==> src/rtl/uart_rx_if.sv <==
// Handshake bundle between the UART receive engine and its consumer.
// The engine drives the received word and its status; the consumer drives rx_ready.
interface uart_rx_if #(
  parameter int DATA_BITS = 8
) ();
  logic                 rx_ready;
  logic [DATA_BITS-1:0] rx_data;
  logic                 rx_valid;
  logic                 framing_error;
  logic                 parity_error;
  logic                 overrun_error;
  logic                 busy;

  modport master (
    input  rx_ready,
    output rx_data, rx_valid, framing_error, parity_error, overrun_error, busy
  );

  modport slave (
    output rx_ready,
    input  rx_data, rx_valid, framing_error, parity_error, overrun_error, busy
  );
endinterface

==> src/rtl/uart_rx_engine.sv <==
// UART receive engine: start detect, mid-bit sampling, parity/stop checking and a
// one-word output buffer with a valid/ready handshake and overrun reporting.
module uart_rx_engine #(
  parameter int CLKS_PER_BIT = 16,
  parameter int DATA_BITS    = 8,
  parameter int PARITY_EN    = 1,
  parameter int PARITY_ODD   = 0,
  parameter int STOP_BITS    = 1
) (
  input  logic      clk,
  input  logic      n_rst,
  input  logic      serial_in,
  uart_rx_if.master rx
);

  localparam int TW = $clog2(CLKS_PER_BIT);
  localparam int BW = $clog2(DATA_BITS + 1);

  localparam logic [TW-1:0] HALF_TC   = TW'(CLKS_PER_BIT / 2);
  localparam logic [TW-1:0] FULL_TC   = TW'(CLKS_PER_BIT - 1);
  localparam logic [BW-1:0] DATA_LAST = BW'(DATA_BITS - 1);
  localparam logic [BW-1:0] STOP_LAST = BW'(STOP_BITS - 1);
  localparam logic          ODD       = 1'(PARITY_ODD);

  typedef enum logic [2:0] {
    IDLE,
    START,
    DATA,
    PARITY,
    STOP,
    LOAD
  } state_t;

  state_t               state;
  logic [TW-1:0]        tick_cnt;
  logic [BW-1:0]        bit_cnt;
  logic [DATA_BITS-1:0] shift;
  logic                 prev_line;
  logic                 ferr;
  logic                 perr;
  logic                 tick;

  // The start state waits half a bit so every later sample lands mid-bit.
  always_comb begin
    tick = (state == START) ? (tick_cnt == HALF_TC) : (tick_cnt == FULL_TC);
  end

  assign rx.busy = (state != IDLE);

  always_ff @(posedge clk or negedge n_rst) begin
    if (!n_rst) begin
      state            <= IDLE;
      tick_cnt         <= '0;
      bit_cnt          <= '0;
      shift            <= '0;
      prev_line        <= 1'b1;
      ferr             <= 1'b0;
      perr             <= 1'b0;
      rx.rx_data       <= '0;
      rx.rx_valid      <= 1'b0;
      rx.framing_error <= 1'b0;
      rx.parity_error  <= 1'b0;
      rx.overrun_error <= 1'b0;
    end else begin
      prev_line        <= serial_in;
      rx.framing_error <= 1'b0;
      rx.parity_error  <= 1'b0;
      rx.overrun_error <= 1'b0;

      // NOTE: non-blocking assignments make the later LOAD write to rx_valid win
      // over this handshake clear when both happen on the same edge.
      if (rx.rx_valid && rx.rx_ready) rx.rx_valid <= 1'b0;

      if (state != IDLE && state != LOAD) begin
        tick_cnt <= tick ? '0 : tick_cnt + TW'(1);
      end

      case (state)
        IDLE: begin
          if (!serial_in && prev_line) begin
            state    <= START;
            tick_cnt <= '0;
          end
        end

        START: begin
          if (tick) begin
            if (serial_in) begin
              state <= IDLE;
            end else begin
              state   <= DATA;
              bit_cnt <= '0;
              ferr    <= 1'b0;
              perr    <= 1'b0;
            end
          end
        end

        DATA: begin
          if (tick) begin
            shift <= {serial_in, shift[DATA_BITS-1:1]};
            if (bit_cnt == DATA_LAST) begin
              bit_cnt <= '0;
              state   <= (PARITY_EN != 0) ? PARITY : STOP;
            end else begin
              bit_cnt <= bit_cnt + BW'(1);
            end
          end
        end

        PARITY: begin
          if (tick) begin
            perr  <= ((^shift) ^ serial_in) != ODD;
            state <= STOP;
          end
        end

        STOP: begin
          if (tick) begin
            if (!serial_in) ferr <= 1'b1;
            if (bit_cnt == STOP_LAST) begin
              bit_cnt <= '0;
              state   <= LOAD;
            end else begin
              bit_cnt <= bit_cnt + BW'(1);
            end
          end
        end

        LOAD: begin
          state            <= IDLE;
          rx.framing_error <= ferr;
          rx.parity_error  <= perr;
          if (!ferr && !perr) begin
            if (!rx.rx_valid || rx.rx_ready) begin
              rx.rx_data  <= shift;
              rx.rx_valid <= 1'b1;
            end else begin
              rx.overrun_error <= 1'b1;
            end
          end
        end

        default: state <= IDLE;
      endcase
    end
  end

endmodule

==> src/flat_wrapper.sv <==
// flat-port wrapper written by rule: the top's interface ports become plain ports
module uart_rx_engine_flat 
#(
  parameter int CLKS_PER_BIT = 16,
  parameter int DATA_BITS    = 8,
  parameter int PARITY_EN    = 1,
  parameter int PARITY_ODD   = 0,
  parameter int STOP_BITS    = 1
)
  (clk, n_rst, serial_in, rx_rx_ready, rx_rx_data, rx_rx_valid, rx_framing_error, rx_parity_error, rx_overrun_error, rx_busy);
  uart_rx_if #(.DATA_BITS(DATA_BITS)) rx_i ();
  input  logic clk;
  input  logic n_rst;
  input  logic serial_in;
  input wire logic [$bits(rx_i.rx_ready)-1:0] rx_rx_ready;
  output wire logic [$bits(rx_i.rx_data)-1:0] rx_rx_data;
  output wire logic [$bits(rx_i.rx_valid)-1:0] rx_rx_valid;
  output wire logic [$bits(rx_i.framing_error)-1:0] rx_framing_error;
  output wire logic [$bits(rx_i.parity_error)-1:0] rx_parity_error;
  output wire logic [$bits(rx_i.overrun_error)-1:0] rx_overrun_error;
  output wire logic [$bits(rx_i.busy)-1:0] rx_busy;
  assign rx_i.rx_ready = rx_rx_ready;
  assign rx_rx_data = rx_i.rx_data;
  assign rx_rx_valid = rx_i.rx_valid;
  assign rx_framing_error = rx_i.framing_error;
  assign rx_parity_error = rx_i.parity_error;
  assign rx_overrun_error = rx_i.overrun_error;
  assign rx_busy = rx_i.busy;
  uart_rx_engine #(.CLKS_PER_BIT(CLKS_PER_BIT), .DATA_BITS(DATA_BITS), .PARITY_EN(PARITY_EN), .PARITY_ODD(PARITY_ODD), .STOP_BITS(STOP_BITS)) u_core (.clk(clk), .n_rst(n_rst), .serial_in(serial_in), .rx(rx_i));
endmodule
==> config.mk <==
export PLATFORM = sky130hd
export DESIGN_NAME = uart_rx_engine_flat
export DESIGN_NICKNAME = d
export VERILOG_FILES = /design/src/rtl/uart_rx_if.sv /design/src/rtl/uart_rx_engine.sv /design/src/flat_wrapper.sv
export SDC_FILE = /design/constraint.sdc
export NUM_CORES = 1
export LEC_CHECK = 0
export CAP_MARGIN = 5
export CORE_MARGIN = 8
export CORE_UTILIZATION = 35
export CTS_CLUSTER_SIZE = 30
export DETAILED_ROUTE_END_ITERATION = 8
export GPL_ROUTABILITY_DRIVEN = 0
export PLACE_DENSITY = 0.6
export SYNTH_ARGS = -nofsm -noshare
export SYNTH_HDL_FRONTEND = slang
export SYNTH_SLANG_ARGS = --single-unit
==> constraint.sdc <==
create_clock -name clk -period 3.83 [get_ports clk]
set_input_delay 0.9575 -clock clk [delete_from_list [all_inputs] [get_ports clk]]
set_output_delay 0.9575 -clock clk [all_outputs]
set_load 0.02 [all_outputs]
# Yosys cells after proc, flatten, opt, wreduce, memory -nomap -nowiden
# Cells that the tools add are included.
# W data, S select, Z words.
[totals] ff_bits=34 input_bits=4 out_inout_bits=13 word_cells=92
[op_classes] add_sub_neg=2 eq_ne=18 muxes=37 n_bitwise=1 reduce_logical=22
[op_table] cell="$mux W4" count=10
[op_table] cell="$mux W3" count=7
[op_table] cell="$mux W1" count=15
[op_table] cell="$pmux W3 S5" count=1
[op_table] cell="$ne A2 B1 Y1 const B" count=7
[op_table] cell="$pmux W4 S3" count=1
[op_table] cell="$reduce_and A5 Y1" count=2
[op_table] cell="$add A4 B1 Y4 const B" count=2
[op_table] cell="$eq A4 B4 Y1 const B" count=2
[op_table] cell="$reduce_xor A8 Y1" count=1
[op_table] cell="$reduce_and A7 Y1" count=1
[op_table] cell="$eq A3 B2 Y1 const B" count=2
[op_table] cell="$eq A3 B3 Y1 const B" count=2
[op_table] cell="$reduce_bool A3 Y1" count=2
[op_table] cell="$eq A4 B3 Y1 const B" count=1
[op_table] cell="$logic_and A1 B1 Y1" count=4
[op_table] cell="$logic_not A1 Y1" count=4
[op_table] cell="$logic_not A4 Y1" count=1
[op_table] cell="$ne A2 B2 Y1 const B" count=2
[op_table] cell="$pmux W1 S2" count=2
[op_table] cell="$reduce_and A4 Y1" count=1
[op_table] cell="$reduce_bool A2 Y1" count=2
[op_table] cell="$eq A3 B1 Y1 const B" count=1
[op_table] cell="$logic_not A3 Y1" count=1
[op_table] cell="other kinds (6)" count=6

# Longest topological paths before layout
# Gate-level depths: netlist of run 1.
[logic_depth] word_depth=6 depth_mapped=7 mapped_depth_nobuf=7

# Least setup slack after synthesis of run 1
# No wires, ideal clock.
[synth_timing] kind="register to output" start="register u_core.state[2]" end="output port rx_busy" arrival_ns=0.904 t_required_ns=2.873 path_slack_ns=1.968 stages_incl_launch_ff=4 path_buffers=1 cell_sequence="dfrtp_1 clkbuf_1 nor2_1 nand2_1"
[synth_via] elab_chain_cells=1
[synth_lines] element="start, declared" line_no="uart_rx_engine.sv:34" rtl="state_t state;"
[synth_lines] element="start signal, assigned" line_no="uart_rx_engine.sv:104" rtl="state <= (PARITY_EN != 0) ? PARITY : STOP;"
[synth_lines] element="$reduce_bool A3 Y1" line_no="uart_rx_engine.sv:48" rtl="assign rx.busy = (state != IDLE);"
[synth_lines] element="end, declared" line_no="flat_wrapper.sv:21" rtl="output wire logic [$bits(rx_i.busy)-1:0] rx_busy;"
# No other way between the ends.

# Final worst setup path of run 1
[layout_timing] start="register u_core.state[0]" end="output port rx_busy"
# Same word-level chain as after synthesis.

==> run metrics, run 1 <==
Nets 172; RSZ-0062 raised after global routing false; vias in the first global route 1079; CTS Buf Count 5; final hold violations 0; Area Overhead vs Synth 20.28%; Final setup viols 0; Syn Area/Cell 11.62 um^2; Final Skew 0.007583 ns; Finished Layout Cells 220; CP Cell Sequence inv_2, nand2_1, clkdlybuf4s50_1; DRT iter0 DRCs 41; top cell type's share of synthesized area 0.4867; Post-Synthesis Net Count 153; First-pass DRT Iterations 4; largest net degree at the start of global routing 35; Slew HR 0.6329; vias per cell 5.236; Max-cap violations 0; Core ar. 4692 um^2; Fill cells 437; Most used DFF post-synth dfrtp_1; Max Slew Vio Count 0; Post-CTS Hold Buffers 0; TritonCTS clock tree built; met3 routed wirelength 172 um; IO Port Bufs 16; Yosys top cell by area dfrtp_1; Antenna diodes 0; Sw Ratio 0.3225; largest fanout on the critical path 12; H-Tree Depth 2; synth top area cells dfrtp_1 49%, mux2_4 7.1%, mux2_2 4.6%; Inst Count DP 212; Synth cell types 46; Mapped Area 1697 um^2; Max stage delay on crit path 0.61 ns; Tcrit/Tclk final 0.7106; DRT met1 WL 1420 um; initial core utilization 0.3616; Clock Power Share 0.324; DRC 0; CTS Buffer Depth 2; worst skew pair latency 0.29 ns; R2R Setup Slk 1.56 ns; routed wl met2 1528 um; critical path data required time 2.87 ns; status finished, final reports clean; yosys warns 0; Post-CTS Setup Bufs 0; Gates resized, CTS repair 0; GRT Overall Usage 0.09096; hold slack final 0.5114 ns; power per standard cell area 601.3 nW/um^2; P_leak 0.9308 nW; Die Area 7332 um^2; CP Capture Type primary output; arrival time at the worst endpoint 1.76 ns; FFs w/ async S/R, synth 1.000; Yosys reg bits 34; setup TNS 0 ns; CP Launch Type flip-flop; total gr overflow 0; global-route wire length before repair 5319 um; fmax 0.3675 GHz; Crit Path Class reg2out; post-layout min period 2.721 ns; clk sinks 34; initial antenna violation count 0; Seq/Total Area, Yosys 0.5022; die height 85.63 um; Ports 17; peak supply drop 0.0002769 V; Clock Tree Root clkbuf_8; Comb pwr share 0.263; die width 85.63 um; Antenna Nets Post-Route 0; most common cell after layout, fill and taps aside dfrtp_1; Final HPWL DP 2293 um; number of synthesized flops with an enable pin 0; drt total wl 3142 um; clock transition at the registers of the reported paths 0.07 ns; final core occ 0.4349; Sequential Power Share 0.413; Slew @ Worst Pin 0.5506 ns; Mapped Cells 146; P_int 831.4 uW; most frequent cells in the layout 33 x dfrtp_1, 16 x clkdlybuf4s50_1, 14 x nand2_1; Site Rows 25; sw power 395.8 uW; WL per Instance 14.28 um; CP max stage cell clkdlybuf4s50_1; share of layout cells above drive strength 1 0.1988; via count 1152; hold crit path type reg2reg; uppermost routed layer met4
## power groups by stage
stage	clock, mW	combinational, mW	sequential (mW)
3_3_place_gp	0	0.314	0.509
6_report	0.397	0.322	0.507
5_1_grt	0.425	0.361	0.519
3_5_place_dp	0	0.324	0.514
4_1_cts	0.409	0.327	0.507
2_1_floorplan	0	0.273	0.472
## sequential cells by signal, indices dropped and copies added, names as in the netlist
signal	cells
u_core.rx.rx_valid	1
u_core.shift	8
u_core.state	3
u_core.perr	1
u_core.rx.framing_error	1
u_core.rx.overrun_error	1
u_core.bit_cnt	4
u_core.tick_cnt	4
u_core.ferr	1
u_core.rx.parity_error	1
u_core.rx.rx_data	8
u_core.prev_line	1
## cell families after synthesis
logic type      share of synthesized area
mux                                0.1173
buf+inv                           0.03024
flops                              0.5022
fa+ha+maj                         0.02213
compound gates                     0.1150
simple gates                       0.1512
xor+xnor                          0.06195
## metrics by stage
step           instance area (um^2)  setup WS, ns  total power [mW]
6_report                       2041         1.109             1.227
5_1_grt                        2041        0.9925             1.304
4_1_cts                        2041         1.071             1.243
3_5_place_dp                   1903         1.247            0.8375
3_3_place_gp                   1903         1.281            0.8226
2_1_floorplan                  1697         1.968            0.7451
## layer usage
layer / up-vias / GRT usage
met1: 572 / 0.1084
li1: 555 / -
met3: 2 / 0.04107
met2: 23 / 0.1446
met5: - / 0
met4: 0 / 0.02389
## synthesized netlist by cell type (all sizes together) (3+ instances only)
master,instances
nand2,14
mux2,15
inv,6
o21ai,10
nor2,9
buf,3
xnor2,9
ha,3
xor2,3
a22oi,3
dfrtp,33
nand2b,3
## layout make-up
cell class              count  area, um^2  area share
inverters                   6       22.52     0.01104
clock inverters             3       68.82     0.03372
multi-input cells         101       793.3      0.3887
repair buffers             17       167.7     0.08216
clock buffers               5       68.82     0.03372
flip-flops and latches     34       852.1      0.4175
well taps                  54       67.56     0.03311
## final timing paths
path / startpoint / to / cells after the start
min in group asynchronous: n_rst / u_core.rx.rx_data[3]$_DFFE_PN0P_ / 2
hold / removal: u_core.rx.rx_data[6]$_DFFE_PN0P_ / u_core.rx.rx_data[6]$_DFFE_PN0P_ / 1
max in group asynchronous: n_rst / u_core.prev_line$_DFF_PN1_ / 2
hold reg to reg: u_core.rx.rx_data[6]$_DFFE_PN0P_ / u_core.rx.rx_data[6]$_DFFE_PN0P_ / 1
setup / recovery: u_core.state[0]$_DFFE_PN0P_ / rx_busy / 3
setup reg to reg: u_core.state[0]$_DFFE_PN0P_ / u_core.rx.rx_data[2]$_DFFE_PN0P_ / 4
## critical path, delay by kind of cell, from the launching register on
kind                   cells  cell delay, ns
buffers and inverters      2            0.79
DFF                        1            0.59
and+or+nand+nor            1            0.10
No activity file was read; power rests on OpenSTA's default activity.
==> run 2: changes to the inputs <==
clock period = 2.57 ns   (was 3.83 ns; I/O delays follow)
==> run 2 against run 1 <==
Effect of this change: count of clock-buffer cells in the layout unchanged; critical endpoint unchanged; clock power increased by 23%; combinational power increased by 63%; die area unchanged; first-iteration DRC count increased by 12%; power increased by 42%; via count increased by 1.5%; setup slack got worse by 0.88 ns; largest cell class unchanged; sequential cell count unchanged; sequential share of layout area about the same; sequential power increased by 44%.
==> run metrics, run 2 (synthesis gave the netlist of run 1 again) <==
status finished, final reports clean (unchanged); Clock Tree Root clkbuf_8 (unchanged); R2R Setup Slk 0.41 ns (was 1.56 ns); via count 1169 (was 1152); reg2reg end u_core.rx.rx_data[0]$_DFFE_PN0P_ (was u_core.rx.rx_data[2]$_DFFE_PN0P_); Antenna Nets Post-Route 0 (unchanged); TritonCTS clock tree built (unchanged); Inst Count DP 215 (was 212); Tcrit/Tclk final 0.9104; Finished Layout Cells 223 (was 220); largest fanout on the critical path 12 (unchanged); GRT Overall Usage 0.09706 (was 0.09096); Max-cap violations 0 (unchanged); CP Capture Point rx_busy (unchanged); hold crit path type reg2reg (unchanged); most common cell after layout, fill and taps aside dfrtp_1 (unchanged); power per standard cell area 856.1 nW/um^2 (was 601.3 nW/um^2); DRC 0 (unchanged); P_leak 0.9279 nW (was 0.9308 nW); fmax 0.4274 GHz; share of layout cells above drive strength 1 0.2130 (was 0.1988); global-route wire length before repair 5692 um (was 5319 um); critical path data required time 1.93 ns (was 2.87 ns); clock transition at the registers of the reported paths 0.08 ns (was 0.07 ns); setup TNS 0 ns (unchanged); vias per cell 5.242 (was 5.236); DRT iter0 DRCs 46 (was 41); Die Area 7332 um^2 (unchanged); Gates resized, CTS repair 0 (unchanged); dpl cell area 1926 um^2 (was 1903 um^2); Ports 17 (unchanged); Final setup viols 0 (unchanged); post-route cell area 2039 um^2 (was 2041 um^2); area occupied by multi-input gates 793.3 um^2 (unchanged); register area 852.1 um^2 (unchanged); worst skew pair latency 0.29 ns (about the same); total gr overflow 0 (unchanged); most frequent cells in the layout 33 x dfrtp_1, 16 x clkdlybuf4s50_1, 14 x nand2_1 (unchanged); Slew HR 0.6200 (was 0.6329); WL per Instance 14.29 um (was 14.28 um); clk sinks 34 (unchanged); vias in the first global route 1176 (was 1079); Antenna diodes 0 (unchanged); die height 85.63 um (unchanged); drt total wl 3186 um (was 3142 um); Max Slew Vio Count 0 (unchanged); initial antenna violation count 0 (unchanged); post-layout min period 2.340 ns; largest net degree at the start of global routing 35 (unchanged); Post-CTS Hold Buffers 0 (unchanged); Top Registers u_core.rx.rx_data x8, u_core.shift x8 (unchanged); Nets 175 (was 172); final worst setup slack 0.2302 ns (was 1.109 ns); Slew @ Worst Pin 0.5699 ns (was 0.5506 ns); worst reg2reg startpoint u_core.state[1]$_DFFE_PN0P_ (was u_core.state[0]$_DFFE_PN0P_); Site Rows 25 (unchanged); CTS Buf Count 5 (unchanged); CTS Buffer Depth 2 (unchanged); CP startpoint u_core.state[1]$_DFFE_PN0P_ (was u_core.state[0]$_DFFE_PN0P_); Final Skew 0.006799 ns (was 0.007583 ns); H-Tree Depth 2 (unchanged); IO Port Bufs 16 (unchanged); CP Launch Type flip-flop (unchanged); First-pass DRT Iterations 4 (unchanged); Fill cells 446 (was 437); initial core utilization 0.3616 (unchanged); Final HPWL DP 2317 um (was 2293 um); post-place setup slack 0.2905 ns (was 1.247 ns); Worst Reg-to-Reg Cells 4 (unchanged); CP Capture Type primary output (unchanged); arrival time at the worst endpoint 1.70 ns (was 1.76 ns); RSZ-0062 raised after global routing false (unchanged); final hold violations 0 (unchanged); Core ar. 4692 um^2 (unchanged); Crit Path Class reg2out (unchanged); peak supply drop 0.0003724 V (was 0.0002769 V); Post-CTS Setup Bufs 0 (unchanged); die width 85.63 um (unchanged); Area Overhead vs Synth 20.21% (was 20.28%)
## run 2: cell count changes in the layout (fill, tap and decap cells not counted), sizes merged
cell,delta
buf,+3
bufinv,-1
clkinv,-1
clkinvlp,+2
## run 2: metrics by stage
stage	power (mW)	util	hold WS, ns
after CTS	1.768	0.4347	0.5149
after floorplan	1.110	-	0.3469
after global placement	1.253	0.4104	0.4933
after detailed placement	1.269	0.4104	0.4964
after global routing	1.881	0.4347	0.5337
final	1.746	0.4347	0.5115
## run 2: layout make-up
cell class | instances | area share
inverter | 6 | 0.01104
sequential | 34 | 0.4178
clock buffer | 5 | 0.03374
clock inverter | 3 | 0.02209
tap | 54 | 0.03313
timing repair buffer | 20 | 0.09325
multi-input combinational | 101 | 0.3890
## run 2: worst min-delay path by stage
stage | slack, ns | to | cells past startpoint | start
floorplan | 0.35 | u_core.bit_cnt[0]$_DFFE_PN0P_ | 0 | n_rst
global placement | 0.49 | u_core.rx.rx_data[7]$_DFFE_PN0P_ | 1 | u_core.rx.rx_data[7]$_DFFE_PN0P_
detailed placement | 0.50 | u_core.rx.rx_data[3]$_DFFE_PN0P_ | 1 | u_core.rx.rx_data[3]$_DFFE_PN0P_
CTS | 0.51 | u_core.rx.rx_data[7]$_DFFE_PN0P_ | 1 | u_core.rx.rx_data[7]$_DFFE_PN0P_
global route | 0.53 | u_core.rx.rx_data[7]$_DFFE_PN0P_ | 1 | u_core.rx.rx_data[7]$_DFFE_PN0P_
finish | 0.51 | u_core.rx.rx_data[3]$_DFFE_PN0P_ | 1 | u_core.rx.rx_data[3]$_DFFE_PN0P_
## run 2: where the power goes
group | internal, mW | leakage, nW | switching (mW)
clock | 0.288 | 0.0504 | 0.202
sequential | 0.621 | 0.450 | 0.111
combinational | 0.251 | 0.428 | 0.272
## run 2: layer usage
metal / track usage / share of wire
met3: 0.03820 / 0.047
met1: 0.1155 / 0.47
met4: 0.03344 / 0.013
met5: 0 / 0
met2: 0.1551 / 0.47
## run 2: worst max-delay path, cell delays in order (launching register included)
cell             delay [ns]
dfrtp_1                0.59
nor2_1                 0.12
nand2_1                0.08
clkdlybuf4s50_1        0.61
